--- config.mk ---
export PLATFORM = sky130hd
export DESIGN_NAME = relay_sequencer
export DESIGN_NICKNAME = d
export VERILOG_FILES = /design/src/rtl/relay_seq_pkg.sv /design/src/rtl/relay_seq_ring.sv /design/src/rtl/relay_sequencer.sv
export SDC_FILE = /design/constraint.sdc
export NUM_CORES = 1
export LEC_CHECK = 0
export CORE_UTILIZATION = 52
export CTS_CLUSTER_SIZE = 12
export DETAILED_ROUTE_END_ITERATION = 10
export GPL_TIMING_DRIVEN = 1
export PLACE_DENSITY = 0.88
export SLEW_MARGIN = 20
export SYNTH_ARGS = -nofsm -noshare
export SYNTH_HDL_FRONTEND = slang
export SYNTH_SLANG_ARGS = --single-unit
--- constraint.sdc ---
create_clock -name clock -period 10.2 [get_ports clock]
set_input_delay 2.04 -clock clock [delete_from_list [all_inputs] [get_ports clock]]
set_output_delay 2.04 -clock clock [all_outputs]
set_load 0.005 [all_outputs]
--- src/rtl/relay_seq_pkg.sv ---
// Shared types, standard instruction lengths and the length-sanitising helper
// for the relay computer step sequencer.
package relay_seq_pkg;

    typedef enum logic [1:0] {
        SEQ_IDLE,
        SEQ_RUN,
        SEQ_WAIT
    } seq_state_e;

    localparam int unsigned LEN_8  = 8;
    localparam int unsigned LEN_10 = 10;
    localparam int unsigned LEN_12 = 12;
    localparam int unsigned LEN_14 = 14;
    localparam int unsigned LEN_24 = 24;

    // 0 or over-long lengths run the full window; short ones still cover fetch plus one step.
    function automatic int unsigned sanitize_len(input int unsigned len,
                                                 input int unsigned num_steps,
                                                 input int unsigned fetch_steps);
        if (len == 0 || len > num_steps) begin
            return num_steps;
        end
        if (len < fetch_steps + 1) begin
            return fetch_steps + 1;
        end
        return len;
    endfunction

endpackage

--- src/rtl/relay_seq_ring.sv ---
// One-hot step ring with clear/restart/advance controls and the one-step
// overlap ("prime") vector built from the previously held step.
module relay_seq_ring
    import relay_seq_pkg::*;
#(
    parameter int unsigned NUM_STEPS = 24
) (
    input  logic                 clock,
    input  logic                 reset,
    input  logic                 advance,
    input  logic                 restart,
    input  logic                 clear,
    output logic [NUM_STEPS-1:0] step_oh,
    output logic [NUM_STEPS-1:0] step_prime
);

    logic [NUM_STEPS-1:0] step_q, step_d;
    logic [NUM_STEPS-1:0] last_q, last_d;

    always_comb begin
        step_d = step_q;
        last_d = last_q;
        if (clear) begin
            step_d = '0;
        end else if (restart) begin
            step_d = {{(NUM_STEPS-1){1'b0}}, 1'b1};
        end else if (advance) begin
            step_d = {step_q[NUM_STEPS-2:0], 1'b0};
        end
        // Idle keeps clear asserted, so last_q drains to zero one cycle after entry.
        if (clear || restart || advance) begin
            last_d = step_q;
        end
    end

    always_ff @(posedge clock) begin
        if (reset) begin
            step_q <= '0;
            last_q <= '0;
        end else begin
            step_q <= step_d;
            last_q <= last_d;
        end
    end

    assign step_oh    = step_q;
    assign step_prime = step_q | last_q;

endmodule

--- src/rtl/relay_sequencer.sv ---
// Variable-length instruction step sequencer with run/halt control and a
// retired-instruction counter. Single-step WAIT state under RELAY_SEQ_SINGLE_STEP_EN.
module relay_sequencer
    import relay_seq_pkg::*;
#(
    parameter int unsigned NUM_STEPS   = 24,
    parameter int unsigned FETCH_STEPS = 8,
    parameter int unsigned CNT_W       = 16,
    localparam int unsigned LEN_W      = $clog2(NUM_STEPS + 1)
) (
    input  logic                 clock,
    input  logic                 reset,
    input  logic                 run,
    input  logic                 halt_req,
    input  logic [LEN_W-1:0]     instr_len,
    input  logic                 step_mode,
    input  logic                 step_pulse,
    output logic [NUM_STEPS-1:0] step_oh,
    output logic [NUM_STEPS-1:0] step_prime,
    output logic                 busy,
    output logic                 halted,
    output logic                 instr_done,
    output logic [CNT_W-1:0]     instr_count
);

    seq_state_e           state_q, state_d;
    logic [LEN_W-1:0]     len_q, len_d;
    logic                 hp_q, hp_d;
    logic [CNT_W-1:0]     cnt_q, cnt_d;
    logic                 ring_advance, ring_restart, ring_clear;
    logic                 do_step, at_final, mode_en, pulse_en;
    logic [NUM_STEPS-1:0] final_mask;

`ifdef RELAY_SEQ_SINGLE_STEP_EN
    assign mode_en  = step_mode;
    assign pulse_en = step_pulse;
`else
    logic unused_step;
    assign unused_step = step_mode ^ step_pulse;
    assign mode_en     = 1'b0;
    assign pulse_en    = 1'b0;
`endif

    assign final_mask = {{(NUM_STEPS-1){1'b0}}, 1'b1} << (len_q - LEN_W'(1));
    assign at_final   = |(step_oh & final_mask);

    always_comb begin
        state_d      = state_q;
        len_d        = len_q;
        hp_d         = hp_q;
        cnt_d        = cnt_q;
        ring_advance = 1'b0;
        ring_restart = 1'b0;
        ring_clear   = 1'b0;
        do_step      = 1'b0;
        unique case (state_q)
            SEQ_IDLE: begin
                ring_clear = 1'b1;
                if (run && !halt_req && !hp_q) begin
                    state_d      = SEQ_RUN;
                    ring_clear   = 1'b0;
                    ring_restart = 1'b1;
                end
            end
            SEQ_RUN: begin
                hp_d = hp_q | halt_req;
                if (mode_en) begin
                    state_d = SEQ_WAIT;
                end else begin
                    do_step = 1'b1;
                end
            end
            SEQ_WAIT: begin
                hp_d = hp_q | halt_req;
                if (!mode_en) begin
                    state_d = SEQ_RUN;
                end else begin
                    do_step = pulse_en;
                end
            end
            default: state_d = SEQ_IDLE;
        endcase

        if (do_step) begin
            if (at_final) begin
                cnt_d = cnt_q + CNT_W'(1);
                // A halt request seen on the final step itself still stops at this boundary.
                if (hp_q || halt_req) begin
                    state_d    = SEQ_IDLE;
                    hp_d       = 1'b0;
                    ring_clear = 1'b1;
                end else begin
                    ring_restart = 1'b1;
                end
            end else begin
                ring_advance = 1'b1;
                if (step_oh[FETCH_STEPS-1]) begin
                    len_d = LEN_W'(sanitize_len(32'(instr_len), NUM_STEPS, FETCH_STEPS));
                end
            end
        end
    end

    always_ff @(posedge clock) begin
        if (reset) begin
            state_q <= SEQ_IDLE;
            len_q   <= LEN_W'(NUM_STEPS);
            hp_q    <= 1'b0;
            cnt_q   <= '0;
        end else begin
            state_q <= state_d;
            len_q   <= len_d;
            hp_q    <= hp_d;
            cnt_q   <= cnt_d;
        end
    end

    relay_seq_ring #(
        .NUM_STEPS (NUM_STEPS)
    ) u_ring (
        .clock      (clock),
        .reset      (reset),
        .advance    (ring_advance),
        .restart    (ring_restart),
        .clear      (ring_clear),
        .step_oh    (step_oh),
        .step_prime (step_prime)
    );

    assign busy        = (state_q != SEQ_IDLE);
    assign halted      = (state_q == SEQ_IDLE);
    assign instr_done  = busy && at_final;
    assign instr_count = cnt_q;

endmodule
==> run_summary.xml, run 1 <==
<?xml version="1.0" encoding="UTF-8"?>
<metrics>
  <group name="synthesis">
    <metric name="synth_mux_area_share" unit="%">2.45</metric>
    <metric name="yosys_warning_count" unit="">0</metric>
    <metric name="xor_xnor_cell_area_share_of_the_yosys_netlist" unit="%">1.26</metric>
    <metric name="synthesis.area_per_instance" unit="um2">8.17</metric>
    <metric name="synth_fp_nets" unit="">442</metric>
    <metric name="top_cells_by_count_synth" unit="">dfxtp_1 (72), a21oi_1 (69), nand2_1 (57)</metric>
    <metric name="async_flop_share" unit="%">0</metric>
    <metric name="post-synth-top-area-cell" unit="">dfxtp_1</metric>
    <metric name="synth_most_common_cell" unit="">dfxtp_1</metric>
    <metric name="synth_top_family_by_area" unit="">simple AND/OR/NAND/NOR gates</metric>
    <metric name="netlist-cell-type-count" unit="">56</metric>
    <metric name="post_syn_instances" unit="">425</metric>
    <metric name="ys_dominant_reg_cell" unit="">dfxtp_1</metric>
    <metric name="post_synth_fa_ha_maj_area_fraction" unit="%">2.16</metric>
    <metric name="synth_seq_area_share" unit="%">41.5</metric>
    <metric name="synth.ff_latch_count" unit="">72</metric>
    <metric name="synth-compound-area-share" unit="%">21.1</metric>
    <metric name="synth_area_leaders" unit="">dfxtp_1 (42%), a21oi_1 (9.9%), nand2_1 (6.2%), or2_2 (4.5%), o21ai_0 (4.3%)</metric>
    <metric name="synth_top_area_share" unit="%">41.5</metric>
    <metric name="number_of_flops_mapped_to_enable_cells_by_yosys" unit="">0</metric>
    <metric name="post_synthesis_share_of_cell_area_spent_on_and_or_nand_and_nor_gates" unit="%">25.8</metric>
    <metric name="post_synth_instance_area" unit="um2">3470</metric>
  </group>
  <group name="clock_tree">
    <metric name="clock_tree_from_tritoncts" unit="">yes</metric>
    <metric name="cts-root-to-sink-buffers" unit="">2</metric>
    <metric name="cts_buffer_count" unit="">9</metric>
    <metric name="cts.htree.levels" unit="">3</metric>
    <metric name="cts.repair.resized" unit="">0</metric>
    <metric name="post_cts_buffers" unit="">0</metric>
    <metric name="insertion_delay" unit="ns">0.34</metric>
    <metric name="clkSinkCount" unit="">72</metric>
    <metric name="cts_root_buffer" unit="">clkbuf_8</metric>
    <metric name="clk_transition_reported_paths" unit="ns">0.07</metric>
    <metric name="ctsHoldBuffers" unit="">0</metric>
  </group>
  <group name="pwr">
    <metric name="power.internal" unit="W">0.000392</metric>
    <metric name="p_seq_share" unit="%">54.4</metric>
    <metric name="net-switching-power" unit="W">0.000130</metric>
    <metric name="pwr_density_cell" unit="nW/um2">120</metric>
    <metric name="ir_drop" unit="V">0.000102</metric>
    <metric name="power_share_of_the_clock_group" unit="%">37.3</metric>
    <metric name="power_leakage" unit="nW">1.44</metric>
    <metric name="switching_share" unit="%">24.9</metric>
    <metric name="pwr-share-comb" unit="%">8.2</metric>
  </group>
  <group name="final_layout">
    <metric name="layout.nets" unit="">503</metric>
    <metric name="final-instance-count-excl-fill" unit="">565</metric>
    <metric name="fillerInstances" unit="">510</metric>
    <metric name="drive_gt1_share" unit="%">10.9</metric>
    <metric name="antenna-diode-count" unit="">0</metric>
    <metric name="area.growth.synth_to_final" unit="%">25.6</metric>
  </group>
  <group name="routing">
    <metric name="route.vias.total" unit="">3364</metric>
    <metric name="wl_per_cell" unit="um">15.3</metric>
    <metric name="drc_violations_left" unit="">0</metric>
    <metric name="postRouteAntennaNets" unit="">0</metric>
    <metric name="route.detailed.vias_per_inst" unit="">5.95</metric>
    <metric name="drt-initial-drc-count" unit="">339</metric>
    <metric name="routed_wl" unit="um">8630</metric>
    <metric name="dr.pass1.iters" unit="">6</metric>
  </group>
  <group name="sta">
    <metric name="layout_worst_path_cycle_share" unit="%">54.1</metric>
    <metric name="grt_setup_unrepaired" unit="">false</metric>
    <metric name="timing.setup.tns" unit="ns">0</metric>
    <metric name="slew_limit_fails" unit="">0</metric>
    <metric name="final-setup-viol-count" unit="">0</metric>
    <metric name="final_clock_skew" unit="ns">0.00658</metric>
    <metric name="report.final.hold_viol_count" unit="">0</metric>
    <metric name="worst_case_headroom_to_the_max_slew_limit" unit="%">29.9</metric>
    <metric name="min_period" unit="ns">5.52</metric>
    <metric name="worst_pin_slew" unit="ns">1.05</metric>
    <metric name="fmax" unit="MHz">181</metric>
  </group>
  <group name="place">
    <metric name="place_congestion" unit="">0.894</metric>
    <metric name="dp.final_hpwl" unit="um">5670</metric>
    <metric name="dp.cells" unit="">552</metric>
    <metric name="number_of_buffers_added_on_ports" unit="">75</metric>
  </group>
  <group name="critical_path">
    <metric name="timing.critical_path.mode_cell" unit="">nor2_1</metric>
    <metric name="crit_fanout" unit="">14</metric>
    <metric name="ff2ff_setup_slack" unit="ns">6.25</metric>
    <metric name="cp-endpoint" unit="">instr_done</metric>
    <metric name="worstReg2RegEnd" unit="">u_ring.step_oh[6]</metric>
    <metric name="timing.critical_path.slowest_cell_delay" unit="ns">0.67</metric>
    <metric name="critical_path.startpoint" unit="">len_q[0]</metric>
    <metric name="critical-path-top-delay-family" unit="">simple AND/OR/NAND/NOR gates</metric>
    <metric name="cp.depth" unit="">8</metric>
    <metric name="worstPathArrival" unit="ns">3.48</metric>
    <metric name="cp_cell_sequence" unit="">nor2_1 &gt; ha_1 &gt; mux4_2 &gt; nor2b_1 &gt; nor4_2 &gt; a21o_1 &gt; nor2_1 &gt; clkdlybuf4s50_1</metric>
    <metric name="startpoint_to_endpoint_class_of_the_critical_path" unit="">reg2out</metric>
    <metric name="endpoint_kind" unit="">output pin</metric>
    <metric name="r2r_cells" unit="">9</metric>
    <metric name="critical_path.n_buffers_inverters" unit="">1</metric>
    <metric name="critPathSlowestCell" unit="">dfxtp_1</metric>
    <metric name="regToRegStartpoint" unit="">len_q[0]</metric>
    <metric name="worst_ep_required_time" unit="ns">8.16</metric>
    <metric name="start_kind" unit="">register</metric>
  </group>
  <group name="grt">
    <metric name="grt_start_max_net_pins" unit="">51</metric>
    <metric name="grt_usage" unit="%">25.6</metric>
    <metric name="grt_pass1_vias" unit="">3176</metric>
    <metric name="wire_length_of_the_first_global_routing_pass" unit="um">14700</metric>
    <metric name="antenna_found_initial" unit="">0</metric>
    <metric name="remaining_overflow_grt" unit="">0</metric>
  </group>
  <group name="floorplan">
    <metric name="start_util" unit="%">54.3</metric>
    <metric name="rows" unit="">29</metric>
    <metric name="fp.dieArea" unit="um2">7010</metric>
    <metric name="chipHeight" unit="um">83.7</metric>
    <metric name="core_region_area" unit="um2">6390</metric>
    <metric name="dieWidth" unit="um">83.7</metric>
    <metric name="ioPinCount" unit="">78</metric>
  </group>
  <group name="run">
    <metric name="maxCapViolCount" unit="">0</metric>
  </group>
  <group name="status">
    <metric name="result_of_the_run" unit="">finished, final reports clean</metric>
  </group>
  <group name="worst_hold_path">
    <metric name="min_path_type" unit="">reg2reg</metric>
  </group>
</metrics>
layout by cell type (no fill, tap or decap), drive strengths merged, types with 2 or more instances in the layout:
cell / instances
clkdlybuf4s50: 75
dfxtp: 72
a21oi: 69
nand2: 57
o21ai: 30
nand3: 28
or2: 26
nor2: 14
clkbuf: 12
inv: 10
o31ai: 8
nand4: 7
or4: 7
ha: 6
nor3: 5
buf: 5
mux2i: 4
nor4b: 4
nor4: 4
nand3b: 3
xnor2: 3
and2: 3
o211ai: 3
nand4b: 2
mux2: 2
nor2b: 2
and3: 2
xor2: 2
a31o: 2
a211oi: 2
layer usage:
metal  track usage (%)  share of wire (%)  up-vias
li1                  -                  -     1639
met1              32.2                 43     1598
met2              43.5                 51      119
met3              4.35                4.9        8
met4              10.0                1.0        0
met5                 0                  0        -
final cells by class:
type | count | area [um2] | area share [%]
multi-input combinational | 313 | 1830 | 42.1
sequential | 72 | 1440 | 33.1
timing repair buffer | 80 | 788 | 18.1
clock buffer | 12 | 155 | 3.56
tap | 77 | 96.3 | 2.21
inverter | 10 | 37.5 | 0.861
clock inverter | 1 | 5.00 | 0.115
worst min-delay path, stage by stage (launching register included):
cell and delay, ns:
dfxtp_1 0.31, nand2_1 0.05, a21oi_1 0.05
stage by stage:
stage	power (W)	worst slack, ns	cell area (um2)	hold WS, ns	utilization [%]
2_1_floorplan	0.000317	5.54	3470	0.427	-
3_3_place_gp	0.000331	5.15	4200	0.432	65.7
3_5_place_dp	0.000332	5.11	4200	0.438	65.7
4_1_cts	0.000523	4.73	4360	0.447	68.2
5_1_grt	0.000542	4.53	4360	0.469	68.2
6_report	0.000521	4.68	4360	0.446	68.2
power groups by stage:
stage | sequential [W] | clock, W | combinational, W
floorplan | 0.000290 | 0 | 0.0000273
global placement | 0.000290 | 0 | 0.0000411
detailed placement | 0.000290 | 0 | 0.0000423
CTS | 0.000284 | 0.000196 | 0.0000427
global route | 0.000284 | 0.000211 | 0.0000471
finish | 0.000284 | 0.000194 | 0.0000430
cell families after synthesis:
family                   after synthesis
AND/OR/NAND/NOR                      168
AO/OA/AOI/OAI                        127
flip-flops                            72
buffers and inverters                 40
multiplexers                           7
adder cells (fa/ha/maj)                6
XOR/XNOR                               5
worst min-delay path by stage:
stage / from / end / slack (ns) / cells after the start
2_1_floorplan: u_ring.last_q[23] / u_ring.last_q[23] / 0.43 / 2
3_3_place_gp: u_ring.last_q[16] / u_ring.last_q[16] / 0.43 / 2
3_5_place_dp: u_ring.last_q[13] / u_ring.last_q[13] / 0.44 / 2
4_1_cts: u_ring.last_q[13] / u_ring.last_q[13] / 0.45 / 2
5_1_grt: u_ring.last_q[8] / u_ring.last_q[8] / 0.47 / 2
6_report: u_ring.last_q[13] / u_ring.last_q[13] / 0.45 / 2
registers in the layout, indices dropped and copies added, names as in the netlist:
| name | count |
|---|---|
| u_ring.last_q | 24 |
| u_ring.step_oh | 24 |
| instr_count | 16 |
| len_q | 5 |
| state_q | 2 |
| hp_q | 1 |
(Power assumes the default switching activity.)
==> run 2, diff against run 1 <==
- CORE_UTILIZATION: 52 -> 45
- PLACE_DENSITY: 0.88 -> 0.81
- clock period: 10.2 -> 5 ns (I/O delays scaled with it)
==> run 2 against run 1 <==
  * Sequential share of layout area down 0.43 points
  * Core utilization decreased by 8.3 points
  * Sequential cell count unchanged
  * Setup slack worse by 4.2 ns
==> run_summary.xml, run 2 (synthesized netlist as in run 1, its figures left out) <==
<?xml version="1.0" encoding="UTF-8"?>
<metrics>
  <group name="status">
    <metric name="result_of_the_run" unit="">finished, final reports clean</metric>
  </group>
  <group name="routing">
    <metric name="drc_violations_left" unit="">0</metric>
    <metric name="route.detailed.vias_per_inst" unit="">5.72</metric>
    <metric name="postRouteAntennaNets" unit="">0</metric>
    <metric name="dr.pass1.iters" unit="">5</metric>
    <metric name="route.vias.total" unit="">3371</metric>
    <metric name="routed_wl" unit="um">8600</metric>
    <metric name="drt-initial-drc-count" unit="">246</metric>
    <metric name="wl_per_cell" unit="um">14.6</metric>
  </group>
  <group name="sta">
    <metric name="fmax" unit="MHz">223</metric>
    <metric name="min_period" unit="ns">4.48</metric>
    <metric name="final_clock_skew" unit="ns">0.00627</metric>
    <metric name="layout_worst_path_cycle_share" unit="%">89.5</metric>
    <metric name="slew_limit_fails" unit="">0</metric>
    <metric name="timing.setup.tns" unit="ns">0</metric>
    <metric name="report.final.hold_viol_count" unit="">0</metric>
    <metric name="final-setup-viol-count" unit="">0</metric>
    <metric name="worst_case_headroom_to_the_max_slew_limit" unit="%">33.1</metric>
    <metric name="grt_setup_unrepaired" unit="">false</metric>
    <metric name="timing.hold.ws" unit="ns">0.445</metric>
    <metric name="worst_pin_slew" unit="ns">1.00</metric>
  </group>
  <group name="grt">
    <metric name="grt_usage" unit="%">22.1</metric>
    <metric name="wire_length_of_the_first_global_routing_pass" unit="um">14600</metric>
    <metric name="groute.layer.met3.usage" unit="%">4.15</metric>
    <metric name="groute.layer.met1.usage" unit="%">27.1</metric>
    <metric name="grt-busiest-layer" unit="">met2</metric>
    <metric name="gr-usage-met2" unit="%">36.7</metric>
    <metric name="grt_pass1_vias" unit="">3053</metric>
    <metric name="remaining_overflow_grt" unit="">0</metric>
    <metric name="grt_start_max_net_pins" unit="">51</metric>
    <metric name="antenna_found_initial" unit="">0</metric>
  </group>
  <group name="critical_path">
    <metric name="crit_fanout" unit="">14</metric>
    <metric name="startpoint_to_endpoint_class_of_the_critical_path" unit="">reg2out</metric>
    <metric name="start_kind" unit="">register</metric>
    <metric name="endpoint_kind" unit="">output pin</metric>
    <metric name="worst_ep_required_time" unit="ns">4.00</metric>
    <metric name="worstPathArrival" unit="ns">3.48</metric>
  </group>
  <group name="clock_tree">
    <metric name="cts_root_buffer" unit="">clkbuf_8</metric>
    <metric name="post_cts_buffers" unit="">0</metric>
    <metric name="cts.repair.resized" unit="">0</metric>
    <metric name="clk_transition_reported_paths" unit="ns">0.07</metric>
    <metric name="cts-root-to-sink-buffers" unit="">2</metric>
    <metric name="clkSinkCount" unit="">72</metric>
    <metric name="ctsHoldBuffers" unit="">0</metric>
    <metric name="cts.htree.levels" unit="">3</metric>
    <metric name="insertion_delay" unit="ns">0.34</metric>
    <metric name="clock_tree_from_tritoncts" unit="">yes</metric>
    <metric name="cts_buffer_count" unit="">9</metric>
  </group>
  <group name="pwr">
    <metric name="ir_drop" unit="V">0.000166</metric>
    <metric name="power_leakage" unit="nW">1.45</metric>
    <metric name="pwr_density_cell" unit="nW/um2">257</metric>
  </group>
  <group name="run">
    <metric name="maxCapViolCount" unit="">0</metric>
  </group>
  <group name="worst_hold_path">
    <metric name="min_path_type" unit="">reg2reg</metric>
  </group>
  <group name="final_layout">
    <metric name="most_used_cells_in_the_layout_excluding_fill_and_tap_cells" unit="">clkdlybuf4s50_1 (74), dfxtp_1 (72), a21oi_1 (68)</metric>
    <metric name="antenna-diode-count" unit="">0</metric>
    <metric name="layout.core_utilization" unit="%">59.9</metric>
    <metric name="area.growth.synth_to_final" unit="%">27.2</metric>
    <metric name="layout.nets" unit="">502</metric>
    <metric name="drive_gt1_share" unit="%">11.4</metric>
    <metric name="layout.cells.most_common" unit="">clkdlybuf4s50_1</metric>
  </group>
  <group name="floorplan">
    <metric name="fp.dieArea" unit="um2">8070</metric>
    <metric name="ioPinCount" unit="">78</metric>
    <metric name="core_region_area" unit="um2">7370</metric>
    <metric name="chipHeight" unit="um">89.8</metric>
    <metric name="start_util" unit="%">47.1</metric>
    <metric name="rows" unit="">31</metric>
    <metric name="dieWidth" unit="um">89.8</metric>
  </group>
  <group name="place">
    <metric name="number_of_buffers_added_on_ports" unit="">75</metric>
    <metric name="dp.final_hpwl" unit="um">5730</metric>
    <metric name="place_congestion" unit="">0.819</metric>
  </group>
</metrics>
[run 2: layout make-up]
class                           count  area [um2]
Sequential cell                    72        1440
Tap cell                           99         124
Multi-Input combinational cell    313        1840
Clock buffer                       13         159
Fill cell                         643        2950
Timing Repair Buffer               79         776
Clock inverter                      3        40.0
Inverter                           10        37.5
[run 2: worst paths after layout]
kind / slack [ns] / cells after the start / startpoint / endpoint
max: 0.52 / 8 / len_q[0] / instr_done
min: 0.44 / 2 / u_ring.last_q[17] / u_ring.last_q[17]
min reg2reg: 0.44 / 2 / u_ring.last_q[17] / u_ring.last_q[17]
max reg2reg: 1.06 / 9 / len_q[0] / u_ring.step_oh[13]
[run 2: power by group]
| part | internal (W) | switching (W) | total [W] |
|---|---|---|---|
| sequential | 0.000576 | 0.00000278 | 0.000579 |
| clock | 0.000257 | 0.000210 | 0.000467 |
| combinational | 0.0000232 | 0.0000639 | 0.0000872 |
| total | 0.000856 | 0.000277 | 0.00113 |
[run 2: routing by layer]
metal / share of wire [%] / routed length (um)
met1: 43 / 3700
met2: 49 / 4210
met3: 5.6 / 480
met4: 2.5 / 214
met5: 0 / 0
[run 2: through the flow]
| step | instance area [um2] | setup WS [ns] | power (W) | cells |
|---|---|---|---|---|
| after CTS | 4410 | 0.547 | 0.00114 | 589 |
| final | 4420 | 0.523 | 0.00113 | 589 |
| after global placement | 4210 | 0.979 | 0.000676 | 573 |
| after detailed placement | 4210 | 0.950 | 0.000679 | 573 |
| after global routing | 4420 | 0.313 | 0.00117 | 589 |
| after floorplan | 3470 | 1.38 | 0.000647 | 425 |
[run 2: critical path: stages (launching register included)]
cell and delay, ns:
dfxtp_1 0.65, nor2_1 0.14, ha_1 0.49, mux4_2 0.54, nor2b_1 0.15, nor4_2 0.48, a21o_1 0.18, nor2_1 0.05
clkdlybuf4s50_1 0.44
